===== src/rtl/measure_pkg.sv =====
// Shared definitions for the measure unit: sampler FSM encoding (one-hot, like
// the strobe generator), default counter widths and a small voting helper.
package measure_pkg;

  localparam int DEF_CNT_WIDTH = 16;
  localparam int DEF_TO_WIDTH  = 32;

  typedef enum logic [4:0] {
    IDLE     = 5'b00001,
    WAIT_RDY = 5'b00010,
    ARM      = 5'b00100,
    SAMPLE   = 5'b01000,
    DONE     = 5'b10000
  } stb_sampler_state_t;

  function automatic logic maj3(input logic a, input logic b, input logic c);
    return (a & b) | (a & c) | (b & c);
  endfunction

endpackage


===== src/rtl/stb_edge_det.sv =====
// Strobe input conditioning: synchronizer followed by a registered
// rising-edge detector; edge_o is high for one cycle per strobe.
module stb_edge_det #(
  parameter int SYNC_STAGES = 2
) (
  input  logic clk_i,
  input  logic arst_i,
  input  logic stb_i,
  output logic edge_o
);

  logic stb_s;
  logic stb_s_d1_q;

  sync_ff #(.STAGES(SYNC_STAGES)) u_sync (
    .clk_i  (clk_i),
    .arst_i (arst_i),
    .d_i    (stb_i),
    .q_o    (stb_s)
  );

  always_ff @(posedge clk_i) begin
    if (!arst_i) begin
      stb_s_d1_q <= 1'b0;
    end else begin
      stb_s_d1_q <= stb_s;
    end
  end

  assign edge_o = stb_s & ~stb_s_d1_q;

endmodule


===== src/rtl/sync_ff.sv =====
// Plain multi-stage synchronizer for an asynchronous single-bit input.
// Stages clear on the synchronous active-low reset.
module sync_ff #(
  parameter int STAGES = 2
) (
  input  logic clk_i,
  input  logic arst_i,
  input  logic d_i,
  output logic q_o
);

  logic [STAGES-1:0] sync_q;

  always_ff @(posedge clk_i) begin
    if (!arst_i) begin
      sync_q <= '0;
    end else begin
      sync_q[0] <= d_i;
      for (int i = 1; i < STAGES; i++) begin
        sync_q[i] <= sync_q[i-1];
      end
    end
  end

  assign q_o = sync_q[STAGES-1];

endmodule


===== src/rtl/stb_sampler.sv =====
// Strobe sampler: counts strobe edges after generator ready, samples the comparator
// on each, guards with a watchdog. Optional STB_SAMPLER_CMP_MAJORITY_EN: 2-of-3 cmp vote.
module stb_sampler
  import measure_pkg::*;
#(
  parameter int CNT_WIDTH   = DEF_CNT_WIDTH,
  parameter int TO_WIDTH    = DEF_TO_WIDTH,
  parameter int SYNC_STAGES = 2
) (
  input  logic                 clk_i,
  input  logic                 arst_i,
  input  logic                 start_i,
  input  logic [CNT_WIDTH-1:0] n_samples_i,
  input  logic [TO_WIDTH-1:0]  timeout_i,
  input  logic                 stb_i,
  input  logic                 stb_rdy_i,
  input  logic                 cmp_i,
  input  logic                 ack_i,
  output logic                 busy_o,
  output logic                 done_o,
  output logic [CNT_WIDTH-1:0] hits_o,
  output logic [CNT_WIDTH-1:0] samples_o,
  output logic                 timeout_o
);

  logic cmp_s;
  logic stb_edge_raw;
  logic stb_edge;
  logic cmp_v;

  stb_edge_det #(.SYNC_STAGES(SYNC_STAGES)) u_stb_edge (
    .clk_i  (clk_i),
    .arst_i (arst_i),
    .stb_i  (stb_i),
    .edge_o (stb_edge_raw)
  );

  sync_ff #(.STAGES(SYNC_STAGES)) u_cmp_sync (
    .clk_i  (clk_i),
    .arst_i (arst_i),
    .d_i    (cmp_i),
    .q_o    (cmp_s)
  );

`ifdef STB_SAMPLER_CMP_MAJORITY_EN
  // Edge delayed one cycle so the three-sample vote window is centred on it.
  logic [1:0] cmp_hist_q;
  logic       stb_edge_q;

  always_ff @(posedge clk_i) begin
    if (!arst_i) begin
      cmp_hist_q <= '0;
      stb_edge_q <= 1'b0;
    end else begin
      cmp_hist_q <= {cmp_hist_q[0], cmp_s};
      stb_edge_q <= stb_edge_raw;
    end
  end

  assign stb_edge = stb_edge_q;
  assign cmp_v    = maj3(cmp_s, cmp_hist_q[0], cmp_hist_q[1]);
`else
  assign stb_edge = stb_edge_raw;
  assign cmp_v    = cmp_s;
`endif

  stb_sampler_state_t   state_q, state_d;
  logic [CNT_WIDTH-1:0] n_q, n_d;
  logic [TO_WIDTH-1:0]  to_q, to_d;
  logic [TO_WIDTH-1:0]  wd_q, wd_d;
  logic [CNT_WIDTH-1:0] hits_q, hits_d;
  logic [CNT_WIDTH-1:0] samples_q, samples_d;
  logic                 tout_q, tout_d;
  logic                 wd_expired;

  always_ff @(posedge clk_i) begin
    if (!arst_i) begin
      state_q   <= IDLE;
      n_q       <= '0;
      to_q      <= '0;
      wd_q      <= '0;
      hits_q    <= '0;
      samples_q <= '0;
      tout_q    <= 1'b0;
    end else begin
      state_q   <= state_d;
      n_q       <= n_d;
      to_q      <= to_d;
      wd_q      <= wd_d;
      hits_q    <= hits_d;
      samples_q <= samples_d;
      tout_q    <= tout_d;
    end
  end

  always_comb begin
    state_d    = state_q;
    n_d        = n_q;
    to_d       = to_q;
    wd_d       = wd_q;
    hits_d     = hits_q;
    samples_d  = samples_q;
    tout_d     = tout_q;
    wd_expired = (to_q != '0) && (wd_q == to_q);

    case (state_q)
      IDLE: begin
        if (start_i) begin
          n_d       = n_samples_i;
          to_d      = timeout_i;
          wd_d      = '0;
          hits_d    = '0;
          samples_d = '0;
          tout_d    = 1'b0;
          state_d   = (n_samples_i == '0) ? DONE : WAIT_RDY;
        end
      end
      WAIT_RDY: begin
        wd_d = '0;
        if (stb_rdy_i) state_d = ARM;
      end
      ARM: begin
        // First edge after ready may belong to a partial strobe: drop it.
        if (stb_edge) begin
          wd_d    = '0;
          state_d = SAMPLE;
        end else if (wd_expired) begin
          tout_d  = 1'b1;
          state_d = DONE;
        end else begin
          wd_d = wd_q + TO_WIDTH'(1);
        end
      end
      SAMPLE: begin
        // An edge in the expiry cycle takes priority over the watchdog.
        if (stb_edge) begin
          wd_d      = '0;
          samples_d = samples_q + CNT_WIDTH'(1);
          hits_d    = hits_q + CNT_WIDTH'(cmp_v);
          if (samples_d == n_q) state_d = DONE;
        end else if (wd_expired) begin
          tout_d  = 1'b1;
          state_d = DONE;
        end else begin
          wd_d = wd_q + TO_WIDTH'(1);
        end
      end
      DONE: begin
        if (ack_i) state_d = IDLE;
      end
      default: state_d = IDLE;
    endcase
  end

  assign busy_o    = (state_q != IDLE);
  assign done_o    = (state_q == DONE);
  assign hits_o    = hits_q;
  assign samples_o = samples_q;
  assign timeout_o = tout_q;

endmodule

===== config.mk =====
export PLATFORM = sky130hd
export DESIGN_NAME = stb_sampler
export DESIGN_NICKNAME = d
export VERILOG_FILES = /design/src/rtl/measure_pkg.sv /design/src/rtl/stb_edge_det.sv /design/src/rtl/sync_ff.sv /design/src/rtl/stb_sampler.sv
export SDC_FILE = /design/constraint.sdc
export NUM_CORES = 1
export LEC_CHECK = 0
export ABC_AREA = 1
export ABC_CLOCK_PERIOD_IN_PS = 1900
export BUFFER_PORTS_ARGS = -buffer_cell sky130_fd_sc_hd__buf_2
export CORE_MARGIN = 8
export CORE_UTILIZATION = 55
export CTS_BUF_LIST = sky130_fd_sc_hd__clkbuf_4
export DETAILED_ROUTE_END_ITERATION = 10
export PLACE_DENSITY = 0.79
export SLEW_MARGIN = 5
export SYNTH_ARGS = -nofsm -noshare
export SYNTH_HDL_FRONTEND = slang
export SYNTH_SLANG_ARGS = --single-unit

===== constraint.sdc =====
create_clock -name clk_i -period 1.9 [get_ports clk_i]
set_input_delay 0.285 -clock clk_i [delete_from_list [all_inputs] [get_ports clk_i]]
set_output_delay 0.285 -clock clk_i [all_outputs]
set_load 0.1 [all_outputs]

### Yosys cells after proc, flatten, opt, wreduce, memory -nomap -nowiden

Index checks and enable logic that the tools add are counted.

* bits in registers: 123
* input bits: 55
* output and inout bits: 35
* logic and storage cells: 65

* add/subtract/negate cells: 3
* eq/ne operators: 16
* multiplexer cells: 22
* bitwise operators: 2
* reduce and logical (&&, ||, !) cells: 12

Operators with widths (count)
* 32-bit two-way mux: 3
* 32-bit case mux with 3 select lines: 1
* 16-bit case mux with 2 select lines: 2
* 16-bit two-way mux: 3
* 5-bit two-way mux: 8
* 32-bit by 1-bit adder with 32-bit output, second input constant: 1
* 32-bit == test: 1
* 32-bit nonzero test: 1
* 5-bit case mux with 5 select lines: 1
* 16-bit by 1-bit adder with 16-bit output: 1
* 16-bit by 1-bit adder with 16-bit output, second input constant: 1
* 16-bit == test: 1
* 16-bit logical NOT: 1
* 2-bit inequality test, second input constant: 5
* 4-bit AND reduction: 2
* 3-bit inequality test, second input constant: 2
* 3-bit AND reduction: 2
* 5-bit by 1-bit == test with 1-bit output, second input constant: 1
* 5-bit by 2-bit == test with 1-bit output, second input constant: 1
* 5-bit by 3-bit == test with 1-bit output, second input constant: 1
* 5-bit by 4-bit == test with 1-bit output, second input constant: 1
* 5-bit == test, second input constant: 1
* 5-bit by 1-bit inequality test with 1-bit output, second input constant: 1
* 2-bit nonzero test: 2
* 9 further kinds: 11

### Depth between registers and ports, before layout

* depth in word-level cells: 5
* gate-level depth with buffers: 16

### By module

A second synthesis with hierarchy kept.

* cells, all modules: 1128
* area, all modules: 7144.4 um2

Modules (own cells, without submodules)
* stb_sampler: times used 1, cells each 1111, area each 6996.7 um2, seq. area each 2362.3 um2
* sync_ff: times used 2, cells each 6, area each 55.1 um2, seq. area each 40.0 um2
* stb_edge_det: times used 1, cells each 5, area each 37.5 um2, seq. area each 20.0 um2

### Least setup slack after synthesis

OpenSTA, ideal clock, no wires.

* kind: flip-flop to output port
* from: register state_q[2]
* to: output done_o
* data arrival time: 2.639 ns
* setup slack: -1.024 ns
* cell stages (with the launch flop): 4
* path buffers: 0
* cells stage by stage: dfxtp_1 > nor2_1 > inv_1 > nor3_1

* word-level cells in the longest chain between the ends: 1

Ends and longest elaborated chain
* start: declaration: RTL line stb_sampler.sv:67 `stb_sampler_state_t state_q, state_d;`
* start signal: assignment: RTL line stb_sampler.sv:86 `state_q <= state_d;`
* 5-bit == test: RTL line stb_sampler.sv:156 `assign done_o = (state_q == DONE);`
* end: declaration: RTL line stb_sampler.sv:20 `output logic done_o,`

No other way between the ends.

### Worst setup path in the final report

* from: register wd_q[25]
* to: register state_q[4]

* word-level cells in the longest chain between the ends: 5

Ends and longest elaborated chain
* start: declaration: RTL line stb_sampler.sv:70 `logic [TO_WIDTH-1:0] wd_q, wd_d;`
* start signal: assignment: RTL line stb_sampler.sv:89 `wd_q <= wd_d;`
* 32-bit == test *: RTL line stb_sampler.sv:104 `wd_expired = (to_q != '0) && (wd_q == to_q);`
* 1-bit logical AND *: RTL line stb_sampler.sv:104
* 5-bit two-way mux *
* 5-bit two-way mux (on tied branches)
* 5-bit case mux with 5 select lines *

Mark *: on every way between the ends. The rest lies on a longest branch, timed or not.
A chain may end at the register's enable or synchronous reset.

==> results.ini <==
[worst_setup_path]
timing_worst_setup_path_type=flip-flop to flip-flop
worst_path_most_repeated_cell=nand2_1
crit_start=wd_q[25]
required_ps=2380
cp_data_arrival_time_ps=2550
slowest_delay_ps=360
endpoint_kind=flip-flop
cp-start-kind=flip-flop
crit_fanout=3
rrSetupSlack_ps=-160
crit_chain=inv_1 -> nand2_1 -> nand2_1 -> inv_1 -> nand2_1 -> nor2_2 -> nand2_1 -> nor2_2 -> nand3_4 -> buf_4 -> buf_4 -> nand2_1 -> nand2_1 -> nand3_1 -> nand3_1 -> a21oi_1
reg2reg_from=wd_q[25]
cp_slowest_cell=dfxtp_2

[worst_hold_path]
hold_class=input pin to flip-flop
hold_start=timeout_i[26]

[global_routing]
grt_usage=0.281
grt_max_degree=81
grt_pass1_vias=7736
overflow=0
antenna_found_initial=1
grt_pass1_wl_mm=37.1

[place]
port_buffers=89
placed_cell_area_sq_mm=0.00890
dp.cells=1475
place_ws_ps=-227
hpwl_mm=16.9
place_congestion=0.969

[yosys]
synth_seq_cells=123
post_synth_num_cell_types=45
avgSynthCellArea_sq_um=6.43
yosys.area_share.adder=0.00711
synth-compound-area-share=0.134
synth.yosys.warnings=0
syn_nets=1154
synthXorXnorAreaFrac=0.0489
synth_top_family_by_area=simple AND/OR/NAND/NOR gates
ys.flop_type=dfxtp_1
yosys.area_share.simple=0.365
yosysTopAreaCell=dfxtp_1
synth_top_area_share=0.350
netlist_area_sq_mm=0.00704
synth-seq-area-share=0.350
syn_inst=1095
async_flop_share=0
muxShareOfSynthArea=0
synth_edf_count=0
synthTopCellsByArea=dfxtp_1 (35%), nand2_1 (16%), inv_1 (7.2%)

[route]
vias=8899
final_antenna_net_count=0
drtIter0Drc=947
drc_errors=0
wl_per_cell_um=17.4
totalWireLength_mm=27.1
drtPass1Iterations=7
viasPerCell=5.73

[cells_and_area]
nNetsFinal=1425
final_cells=1552
utilization=0.832
drive_gt1_frac=0.371
fin_area_sq_mm=0.0105
areaGrowthSynthToFinish_pct=48.6

[pwr]
p_sw_frac=0.441
p_clk_frac=0.193
p_comb_frac=0.521
p_leak_nw=4.74
pwr-share-seq=0.285
power_density_mw_per_mm2=1090
switchingPower_w=0.00505
p_int_w=0.00640
irDropWorstVdd_mv=0.759

[die]
dieArea_sq_mm=0.0167
die_w_um=129
core.rowCount=41
io_pins=90
design.core.area_sq_mm=0.0126
start_util=0.560
fp.dieH_um=129

[sta]
layout_setup_ws_ps=-164
slew_viol_final=0
finalSetupViolCount=39
fin_hold_ws_ps=11.1
hold_viol=0
slew_headroom=0.570
rsz0062_at_grt=yes
tightestPinTransition_ps=640
post-route-min-period_ps=2060
fmax_ghz=0.484
min_period_over_period=1.09
clock-skew-final_ps=19.0

[clock_tree]
cts.clk_slew.worst_paths_ps=110
cts_buffer_depth=2
cts_sinks=123
htree_levels=4
cts_tree=yes
clk_latency_ps=550
cts_buffers=17
root_buffer=clkbuf_4

[job]
max-cap-violations=0

[status]
outcome=finished with violations
violations=setup timing

worst paths after layout:
kind	endpoint	depth (start not counted)
max	state_q[4]	16
min	to_q[26]	3
max reg2reg	state_q[4]	16
min reg2reg	u_cmp_sync.sync_q[1]	2
critical path, delay by kind of cell (launching register included):
family,cells,cell delay [ps]
AND/OR/NAND/NOR,11,1110
buffers and inverters,4,430
flip-flops,1,360
AO/OA/AOI/OAI,1,130
cell families (layout without fill, tap and decap cells):
| kind of cell | count (synthesis) | count (layout) |
|---|---|---|
| DFF | 123 | 123 |
| and+or+nand+nor | 583 | 586 |
| buffers and inverters | 172 | 453 |
| other | 0 | 1 |
| xor gates and xnor gates | 36 | 36 |
| AOI/OAI and AO/OA | 177 | 177 |
| adders and majority gates | 4 | 4 |
synth_stat cells (3+ instances only):
library cell / number
a211oi_1: 8
a21oi_1: 93
a31oi_1: 7
buf_2: 3
buf_4: 3
clkbuf_1: 23
clkinv_1: 3
dfxtp_1: 123
ha_1: 4
inv_1: 135
inv_2: 3
nand2_1: 299
nand2_2: 8
nand3_1: 72
nand4_1: 29
nor2_1: 117
nor3_1: 28
nor4_1: 11
o21a_1: 3
o21ai_0: 59
xnor2_1: 15
xor2_1: 19
area by class of cell:
| type | count | area, sq um |
|---|---|---|
| clock inverters | 11 | 174 |
| repair buffers | 278 | 2110 |
| flip-flops and latches | 123 | 2580 |
| repair inverters | 1 | 7.51 |
| multi-input cells | 803 | 4660 |
| inverters | 142 | 548 |
| well taps | 172 | 215 |
| diodes | 1 | 2.50 |
| fillers | 768 | 2120 |
| clock buffers | 21 | 158 |
state kept, by name (all words and copies together), names as in the netlist:
name and count:
hits_o 16, n_q 16, u_stb_edge.u_sync.sync_q 2, u_stb_edge.stb_s_d1_q 1, u_cmp_sync.sync_q 2, wd_q 32
timeout_o 1, samples_o 16, state_q 5, to_q 32
routing by layer:
| layer | wire length (um) | vias up | global-route usage |
|---|---|---|---|
| met5 | 0 | - | 0 |
| met4 | 1720 | 0 | 0.158 |
| met3 | 2410 | 163 | 0.0686 |
| met2 | 13000 | 542 | 0.472 |
| met1 | 9950 | 4086 | 0.321 |
| li1 | - | 4108 | - |
timing repair:
action,in CTS,in global routing
endpoints found under the hold margin,14,0
cloned,2,5
endpoints found under the setup margin,43,56
setup buffers,7,16
pin swaps,13,57
gates resized for setup,41,187
hold buffers,14,0
through the flow:
stage	setup TNS (ps)	total power, W
after floorplan	-1260	0.00625
after global placement	-1610	0.00767
after detailed placement	-4010	0.00775
after CTS	-206	0.0103
after global routing	-6760	0.0120
final	-1930	0.0114
power by group through the flow:
stage | clock (W) | sequential (W) | combinational, W
final | 0.00221 | 0.00327 | 0.00596
after global routing | 0.00236 | 0.00330 | 0.00630
after CTS | 0.00222 | 0.00322 | 0.00485
after detailed placement | 0 | 0.00328 | 0.00447
after global placement | 0 | 0.00326 | 0.00441
after floorplan | 0 | 0.00376 | 0.00248
cells in the final DEF (no fill, tap or decap), drive strengths merged, types with 12 or more instances in the layout:
cell         instances
nand2              311
buf                261
inv                138
dfxtp              123
nor2               122
a21oi               94
nand3               74
o21ai               62
nor3                31
nand4               30
clkbuf              24
xor2                19
xnor2               15
dlygate4sd3         14
nor4                12
(Power assumes the default switching activity.)
